`src/rtl/uart_rx_fifo_if.sv`:
```
// Bundle between the UART receiver, the receive FIFO and the host drain logic.
// The slave modport is the FIFO side; master is the receiver/host side.
interface uart_rx_fifo_if #(
  parameter int unsigned DEPTH = 16
);
  localparam int unsigned AW = $clog2(DEPTH);
  localparam int unsigned CW = AW + 1;

  logic          rx_done;
  logic          rx_error;
  logic [7:0]    rx_out;
  logic [3:0]    length;
  logic          rd_en;
  logic          flush;
  logic          ovf_clr;
  logic [7:0]    rd_data;
  logic          rd_err;
  logic          empty;
  logic          full;
  logic [CW-1:0] count;
  logic          overflow;

  modport slave (
    input  rx_done, rx_error, rx_out, length, rd_en, flush, ovf_clr,
    output rd_data, rd_err, empty, full, count, overflow
  );

  modport master (
    output rx_done, rx_error, rx_out, length, rd_en, flush, ovf_clr,
    input  rd_data, rd_err, empty, full, count, overflow
  );
endinterface

```
`src/rtl/uart_rx_fifo.sv`:
```
// Receive-side FIFO behind the UART receiver: one masked byte per rx_done rising edge,
// show-ahead pop. Define UART_RXQ_ERR_TAG_EN to queue errored frames with an error tag.
module uart_rx_fifo #(
  parameter int unsigned DEPTH = 16
) (
  input  logic            clk,
  input  logic            rstn,
  uart_rx_fifo_if.slave   bus
);
  localparam int unsigned AW = $clog2(DEPTH);
  localparam int unsigned CW = AW + 1;
`ifdef UART_RXQ_ERR_TAG_EN
  localparam int unsigned DW = 9;
`else
  localparam int unsigned DW = 8;
`endif

  logic [DW-1:0] mem [DEPTH];
  logic [AW-1:0] wr_ptr;
  logic [AW-1:0] rd_ptr;
  logic [CW-1:0] count_q;
  logic [CW-1:0] count_d;
  logic          rx_done_q;
  logic          empty_q;
  logic          full_q;
  logic          overflow_q;

  logic [7:0]    masked;
  logic [DW-1:0] wr_word;
  logic          push;
  logic          push_ok;
  logic          do_push;
  logic          do_pop;
  logic          drop;

  // Out-of-range lengths fall back to a full 8-bit byte.
  always_comb begin
    masked = bus.rx_out;
    case (bus.length)
      4'd5:    masked = bus.rx_out & 8'h1F;
      4'd6:    masked = bus.rx_out & 8'h3F;
      4'd7:    masked = bus.rx_out & 8'h7F;
      default: masked = bus.rx_out;
    endcase
  end

  // Full with a pop in the same cycle frees the slot the push needs; flush wins over both.
  always_comb begin
    push = bus.rx_done & ~rx_done_q;
`ifdef UART_RXQ_ERR_TAG_EN
    push_ok = push;
    wr_word = {bus.rx_error, masked};
`else
    push_ok = push & ~bus.rx_error;
    wr_word = masked;
`endif
    do_pop  = bus.rd_en & ~empty_q & ~bus.flush;
    do_push = push_ok & (~full_q | do_pop) & ~bus.flush;
    drop    = push_ok & full_q & ~bus.rd_en & ~bus.flush;

    count_d = count_q;
    if (bus.flush)
      count_d = '0;
    else if (do_push && !do_pop)
      count_d = count_q + CW'(1);
    else if (do_pop && !do_push)
      count_d = count_q - CW'(1);
  end

  always_ff @(posedge clk or negedge rstn) begin
    if (!rstn) begin
      wr_ptr     <= '0;
      rd_ptr     <= '0;
      count_q    <= '0;
      empty_q    <= 1'b1;
      full_q     <= 1'b0;
      overflow_q <= 1'b0;
      rx_done_q  <= 1'b0;
    end else begin
      rx_done_q <= bus.rx_done;
      count_q   <= count_d;
      empty_q   <= (count_d == '0);
      full_q    <= (count_d == CW'(DEPTH));
      if (bus.flush) begin
        wr_ptr <= '0;
        rd_ptr <= '0;
      end else begin
        if (do_push) wr_ptr <= wr_ptr + AW'(1);
        if (do_pop)  rd_ptr <= rd_ptr + AW'(1);
      end
      if (drop)
        overflow_q <= 1'b1;
      else if (bus.ovf_clr)
        overflow_q <= 1'b0;
    end
  end

  // Storage is deliberately left unreset.
  always_ff @(posedge clk) begin
    if (do_push) mem[wr_ptr] <= wr_word;
  end

  assign bus.rd_data  = empty_q ? 8'h00 : mem[rd_ptr][7:0];
`ifdef UART_RXQ_ERR_TAG_EN
  assign bus.rd_err   = empty_q ? 1'b0 : mem[rd_ptr][8];
`else
  assign bus.rd_err   = 1'b0;
`endif
  assign bus.empty    = empty_q;
  assign bus.full     = full_q;
  assign bus.count    = count_q;
  assign bus.overflow = overflow_q;
endmodule

```
`src/flat_wrapper.sv`:
```
// flat-port wrapper written by rule: the top's interface ports become plain ports
module uart_rx_fifo_flat 
#(
  parameter int unsigned DEPTH = 16
)
  (clk, rstn, bus_rx_done, bus_rx_error, bus_rx_out, bus_length, bus_rd_en, bus_flush, bus_ovf_clr, bus_rd_data, bus_rd_err, bus_empty, bus_full, bus_count, bus_overflow);
  uart_rx_fifo_if #(.DEPTH(DEPTH)) bus_i ();
  input  logic clk;
  input  logic rstn;
  input wire logic [$bits(bus_i.rx_done)-1:0] bus_rx_done;
  input wire logic [$bits(bus_i.rx_error)-1:0] bus_rx_error;
  input wire logic [$bits(bus_i.rx_out)-1:0] bus_rx_out;
  input wire logic [$bits(bus_i.length)-1:0] bus_length;
  input wire logic [$bits(bus_i.rd_en)-1:0] bus_rd_en;
  input wire logic [$bits(bus_i.flush)-1:0] bus_flush;
  input wire logic [$bits(bus_i.ovf_clr)-1:0] bus_ovf_clr;
  output wire logic [$bits(bus_i.rd_data)-1:0] bus_rd_data;
  output wire logic [$bits(bus_i.rd_err)-1:0] bus_rd_err;
  output wire logic [$bits(bus_i.empty)-1:0] bus_empty;
  output wire logic [$bits(bus_i.full)-1:0] bus_full;
  output wire logic [$bits(bus_i.count)-1:0] bus_count;
  output wire logic [$bits(bus_i.overflow)-1:0] bus_overflow;
  assign bus_i.rx_done = bus_rx_done;
  assign bus_i.rx_error = bus_rx_error;
  assign bus_i.rx_out = bus_rx_out;
  assign bus_i.length = bus_length;
  assign bus_i.rd_en = bus_rd_en;
  assign bus_i.flush = bus_flush;
  assign bus_i.ovf_clr = bus_ovf_clr;
  assign bus_rd_data = bus_i.rd_data;
  assign bus_rd_err = bus_i.rd_err;
  assign bus_empty = bus_i.empty;
  assign bus_full = bus_i.full;
  assign bus_count = bus_i.count;
  assign bus_overflow = bus_i.overflow;
  uart_rx_fifo #(.DEPTH(DEPTH)) u_core (.clk(clk), .rstn(rstn), .bus(bus_i));
endmodule
```
`config.mk`:
```
export PLATFORM = sky130hd
export DESIGN_NAME = uart_rx_fifo_flat
export DESIGN_NICKNAME = d
export VERILOG_FILES = /design/src/rtl/uart_rx_fifo_if.sv /design/src/rtl/uart_rx_fifo.sv /design/src/flat_wrapper.sv
export SDC_FILE = /design/constraint.sdc
export NUM_CORES = 1
export LEC_CHECK = 0
export CAP_MARGIN = 15
export CORE_ASPECT_RATIO = 1.4
export CORE_MARGIN = 1.5
export CORE_UTILIZATION = 63
export DETAILED_ROUTE_END_ITERATION = 8
export PLACE_DENSITY = 0.84
export SYNTH_ARGS = -nofsm -noshare
export SYNTH_HDL_FRONTEND = slang
export SYNTH_SLANG_ARGS = --single-unit
```
`constraint.sdc`:
```
create_clock -name clk -period 6.9 [get_ports clk]
set_input_delay 1.38 -clock clk [delete_from_list [all_inputs] [get_ports clk]]
set_output_delay 1.38 -clock clk [all_outputs]
set_load 0.02 [all_outputs]
```
### Word level (Yosys, flattened, before mapping)

Memory sizes are Yosys's and may differ from the RTL's.
Cells that the tools add are included.

| storage, ports and cells | value |
|---|---|
| memories kept | 1 |
| output and inout bits | 17 |
| flip-flop bits (word level) | 17 |
| RAM bits | 128 |

Memory list:

| name | words | bits a word | read ports | clocked after memory_dff | write ports | RTL line | text |
|---|---|---|---|---|---|---|---|
| u_core.mem | 16 | 8 | 1 | 0 | 1 | uart_rx_fifo.sv:18 | `logic [DW-1:0] mem [DEPTH];` |

| cells by class | value |
|---|---|
| $add $sub $neg | 4 |
| eq/ne operators | 4 |
| bitwise operators | 16 |
| mux-type cells | 13 |
| reduce and logical (&&, ||, !) cells | 8 |

Operators with widths:

| operator | number |
|---|---|
| case mux 8 bit (3 select lines) | 1 |
| 2-to-1 mux 4 bit | 4 |
| 2-to-1 mux 5 bit | 3 |
| == test 4 x 3 -> 1 bit, second input constant | 3 |
| bitwise AND 1 bit | 9 |
| adder 4 x 1 -> 4 bit, second input constant | 2 |
| 2-to-1 mux 8 bit | 1 |
| inverter 1 bit | 6 |
| nonzero test 2 bit | 3 |
| adder 5 x 1 -> 5 bit, second input constant | 1 |
| == test 5 bit, second input constant | 1 |
| zero test 5 bit | 1 |
| subtractor 5 x 1 -> 5 bit, second input constant | 1 |
| 2-to-1 mux 1 bit | 4 |
| logical AND 1 bit | 2 |
| zero test 1 bit | 2 |
| OR 1 bit | 1 |

### Logic depth before layout (Yosys ltp)

| logic depth | value |
|---|---|
| depth after elaboration | 12 |
| mapped depth | 6 |

### Worst setup path after synthesis

No wires, ideal clock.

| timing path | value |
|---|---|
| path type | input to register |
| start point | in bus_flush |
| end point | mem u_core.mem[3][0], enable pin |
| data arrival time | 3,462 ps |
| slack | 3,040 ps |
| path buffers | 1 |
| required time | 6,502 ps |
| stages on the path | 5 |
| cells stage by stage | or3b_2 -> a21oi_1 -> nand2b_1 -> clkbuf_1 -> nor4b_1 |

| on the way | value |
|---|---|
| cells in the longest elaborated chain, start to end | 7 |

Ends and longest elaborated chain:

| item | RTL line | text |
|---|---|---|
| from (decl) | flat_wrapper.sv:15 | `input wire logic [$bits(bus_i.flush)-1:0] bus_flush;` |
| inverter 1 bit (*) | uart_rx_fifo.sv:57, uart_rx_fifo.sv:58 |  |
| bitwise AND 1 bit | uart_rx_fifo.sv:57 | `do_pop = bus.rd_en & ~empty_q & ~bus.flush;` |
| OR 1 bit | uart_rx_fifo.sv:58 | `do_push = push_ok & (~full_q \| do_pop) & ~bus.flush;` |
| bitwise AND 1 bit | uart_rx_fifo.sv:58 |  |
| bitwise AND 1 bit (*) | uart_rx_fifo.sv:58 |  |
| 2-to-1 mux 1 bit (*) | uart_rx_fifo.sv:100 | `if (do_push) mem[wr_ptr] <= wr_word;` |
| 2-to-1 mux 1 bit (not written as such) (*) | uart_rx_fifo.sv:100 |  |
| to (decl) | uart_rx_fifo.sv:18 |  |

Every way passes the cells marked *; elsewhere a longest branch is shown, timed or not.

### Worst setup path in the final report

| timing path | value |
|---|---|
| start point | in bus_flush |
| end point | mem u_core.mem[3][3], enable pin |

The elaborated chain is that of the path after synthesis.

==> impl_results.md <==
* CTS root buffer: clkbuf_16
* N_diodes at 0
* CTS sink cnt at approximately 150
* Leakage Power at 2.283 nW
* Htree depth at 4
* Ys Warns at 0
* Total GRT Usage at 26.20%
* Class of the worst hold path: reg2reg
* Seq cells post-synth at 145
* Routed wire length at 12070 um
* Critical path type: in2reg
* # resized after CTS at 0
* Die ar. at 0.01020 mm^2
* Detail Route Antenna Nets at 0
* Total grt overflow at 0
* Worst Hold Launch: u_core.bus.overflow$_DFFE_PN0P_
* Setup bufs post-CTS at 0
* Non-Filler Instances at 492
* Clock skew at 4.575 ps
* Synth area leader: edfxtp_1
* CP startpoint: bus_flush
* Syn Inst Count at 334
* Setup Total Neg Slack at 0 ps
* DP Wirelength at 7810 um
* Status: complete, no violations
* Placer Congestion at approximately 0.82
* Final setup fails at 0
* Fin crit share at between 60% and 70%
* RSZ-0062 raised after global routing: false
* Number of global-route vias before repair at 3252
* Synth Net Count at 360
* DP Cell Count at approximately 460
* Iteration-0 DRC count of the detailed router at 301
* R2R setup slack at 3950 ps
* Internal Pwr Total at 1.714 mW
* Fraction of registers with async set/reset at 11.72%
* Die Width at 85.77 um
* Layout cells sized above 1 at between 20% and 30%
* Number of nets in the layout at between 300 and 400
* Initial antenna violation count at 0
* Wire per inst at ~25 um
* First-pass GRT wire length at 18610 um
* Placement row count at 42
* Worst Setup Start Kind: primary input
* Comb power frac at 18.1%
* EDFF count, synth at 128
* I/O pin cnt at 36
* Vias per cell at 6.463
* Largest cells by area after synthesis: edfxtp_1 (64%), mux4_2 (15%), dfrtp_1 (6.6%), nor2_1 (2.1%), ha_1 (1.4%)
* Drt drc at 0
* Clk_lat worst skew at approximately 400 ps
* Chip Height at about 120 um
* Slew HR at 41.03%
* CTS clk-pin slew, worst paths at 50 ps
* Area Growth Syn to Fin at 16.42%
* Pwr/cell area at 326.0 mW/mm^2
* CP endpoint kind: register
* Switch share at around 25%
* Max VDD drop at 0.1964 mV
* Clock power frac at 37.3%
* Worst r2r src: u_core.bus.empty$_DFF_PN1_
* Final number of max-transition violations at 0
* Synth Flop Type: edfxtp_1
* Min Tclk post-route at 4479 ps
* Synth cell count leaders: edfxtp_1 (128), mux4_2 (40), nor2_1 (34), dfrtp_1 (16), nor2b_1 (12)
* Max Cap Violations at 0
* Worst Path Arrival at 4520 ps
* Post-synth top area share at between 60% and 70%
* Synth unique cells at 44
* Worst hold margin at between 500 and 600 ps
* Initial Util at between 60 and 70%
* CTS tree: built
* Sequential cell area fraction in the yosys report at between 70% and 80%
* Slew @ Worst Pin at 882.3 ps
* Syn Area/Cell at 18.09 um^2
* Num CTS Buffers at 17
* IO Port Bufs at 34
* Max Clock Freq at 0.2232 GHz
* Vias at between 3000 and 4000
* Final Hold Fails at 0
* Largest net degree at the start of global routing at 36
* Core Util, Final at 74.78%
* First drt pass iteration count at 6
* Worst EP required at 6940 ps
* Core area at 0.009407 mm^2
* Clock Path Buffers at 2
* Seq pwr share at 44.7%
* Max FO, Critical Path at 24
* Switching pwr at just under 0.6 mW
* Mapped Area at about 0.0060 mm^2
* Most frequent cell after synthesis: edfxtp_1
* Cts hold-fix bufs at 0
-- flip-flops by register name (all words and copies together) (netlist names) --
signal,count
u_core.mem,128
u_core.rx_done_q,1
u_core.bus.count,5
u_core.bus.full,1
u_core.bus.empty,1
u_core.bus.overflow,1
u_core.rd_ptr,4
u_core.wr_ptr,4
-- worst max-delay path, cell delays in order --
cell,delay [ps]
clkdlybuf4s50_1,840
or3b_2,640
a21oi_1,490
nand2b_1,350
nor4b_2,810
-- worst paths after layout --
kind / depth (start not counted) / to
max in group asynchronous: 1 / u_core.rd_ptr[0]$_DFFE_PN0P_
worst min register to register: 2 / u_core.bus.overflow$_DFFE_PN0P_
worst min-delay path: 2 / u_core.bus.overflow$_DFFE_PN0P_
worst max register to register: 4 / u_core.mem[3][3]$_DFFE_PP_
min in group asynchronous: 1 / u_core.bus.count[3]$_DFF_PN0_
worst max-delay path: 5 / u_core.mem[3][3]$_DFFE_PP_
-- area by class of cell --
type / count / area, um^2
Clock buffer: 18 / 429.2
Clock inverter: 10 / 115.1
Fill cell: 504 / 2372
Inverter: 10 / 37.54
Multi-Input combinational cell: 161 / 1660
Sequential cell: 145 / 4272
Tap cell: 110 / 137.6
Timing Repair Buffer: 38 / 382.9
-- logic make-up after synthesis --
| group | after synthesis | share of synthesized area [%] |
|---|---|---|
| other | 1 | 0.06207 |
| AOI/OAI and AO/OA | 18 | 2.030 |
| adders and majority gates | 7 | 1.450 |
| muxes | 42 | 15.28 |
| buffers and inverters | 28 | 1.947 |
| xor gates and xnor gates | 9 | 1.305 |
| DFF | 145 | 70.68 |
| and+or+nand+nor | 84 | 7.248 |
-- power groups by stage --
stage | Combinational [mW] | Clock [mW] | Sequential, mW
6_report | 0.414 | 0.855 | 1.02
3_3_place_gp | 0.363 | 0 | 1.06
4_1_cts | 0.381 | 0.864 | 1.05
5_1_grt | 0.443 | 0.898 | 1.03
3_5_place_dp | 0.376 | 0 | 1.07
2_1_floorplan | 0.267 | 0 | 1.03
-- cells in the final DEF (no fill, tap or decap), types with 2 or more instances in the layout --
| master | count |
|---|---|
| xnor2_1 | 4 |
| nand4_1 | 2 |
| mux2_2 | 2 |
| nor2b_1 | 12 |
| nor3_1 | 3 |
| clkdlybuf4s50_1 | 34 |
| ha_1 | 7 |
| clkbuf_16 | 17 |
| inv_6 | 2 |
| clkinv_1 | 2 |
| xor2_1 | 5 |
| or3b_2 | 3 |
| mux4_2 | 40 |
| nand3_1 | 5 |
| dfrtp_1 | 15 |
| clkinvlp_4 | 4 |
| inv_1 | 10 |
| nor2_1 | 34 |
| o21ai_0 | 4 |
| nand2_1 | 11 |
| a21oi_1 | 5 |
| nand2b_1 | 2 |
| edfxtp_1 | 128 |
| bufinv_16 | 2 |
| buf_4 | 3 |
-- routing by layer --
metal / global-route usage [%] / part of all wire [%]
met2: 42.32 / 53
met1: 33.52 / 38
met3: 6.445 / 5.2
met4: 12.60 / 3.5
met5: 0 / 0
-- per-stage QoR --
stage / power (mW) / worst slack, ps / area (um^2)
2_1_floorplan: 1.301 / 3040 / 6042
4_1_cts: 2.296 / 1980 / 7014
3_5_place_dp: 1.443 / 2106 / 6470
3_3_place_gp: 1.428 / 2099 / 6470
5_1_grt: 2.370 / 2223 / 7034
6_report: 2.294 / 2421 / 7034
(Power assumes the default switching activity.)
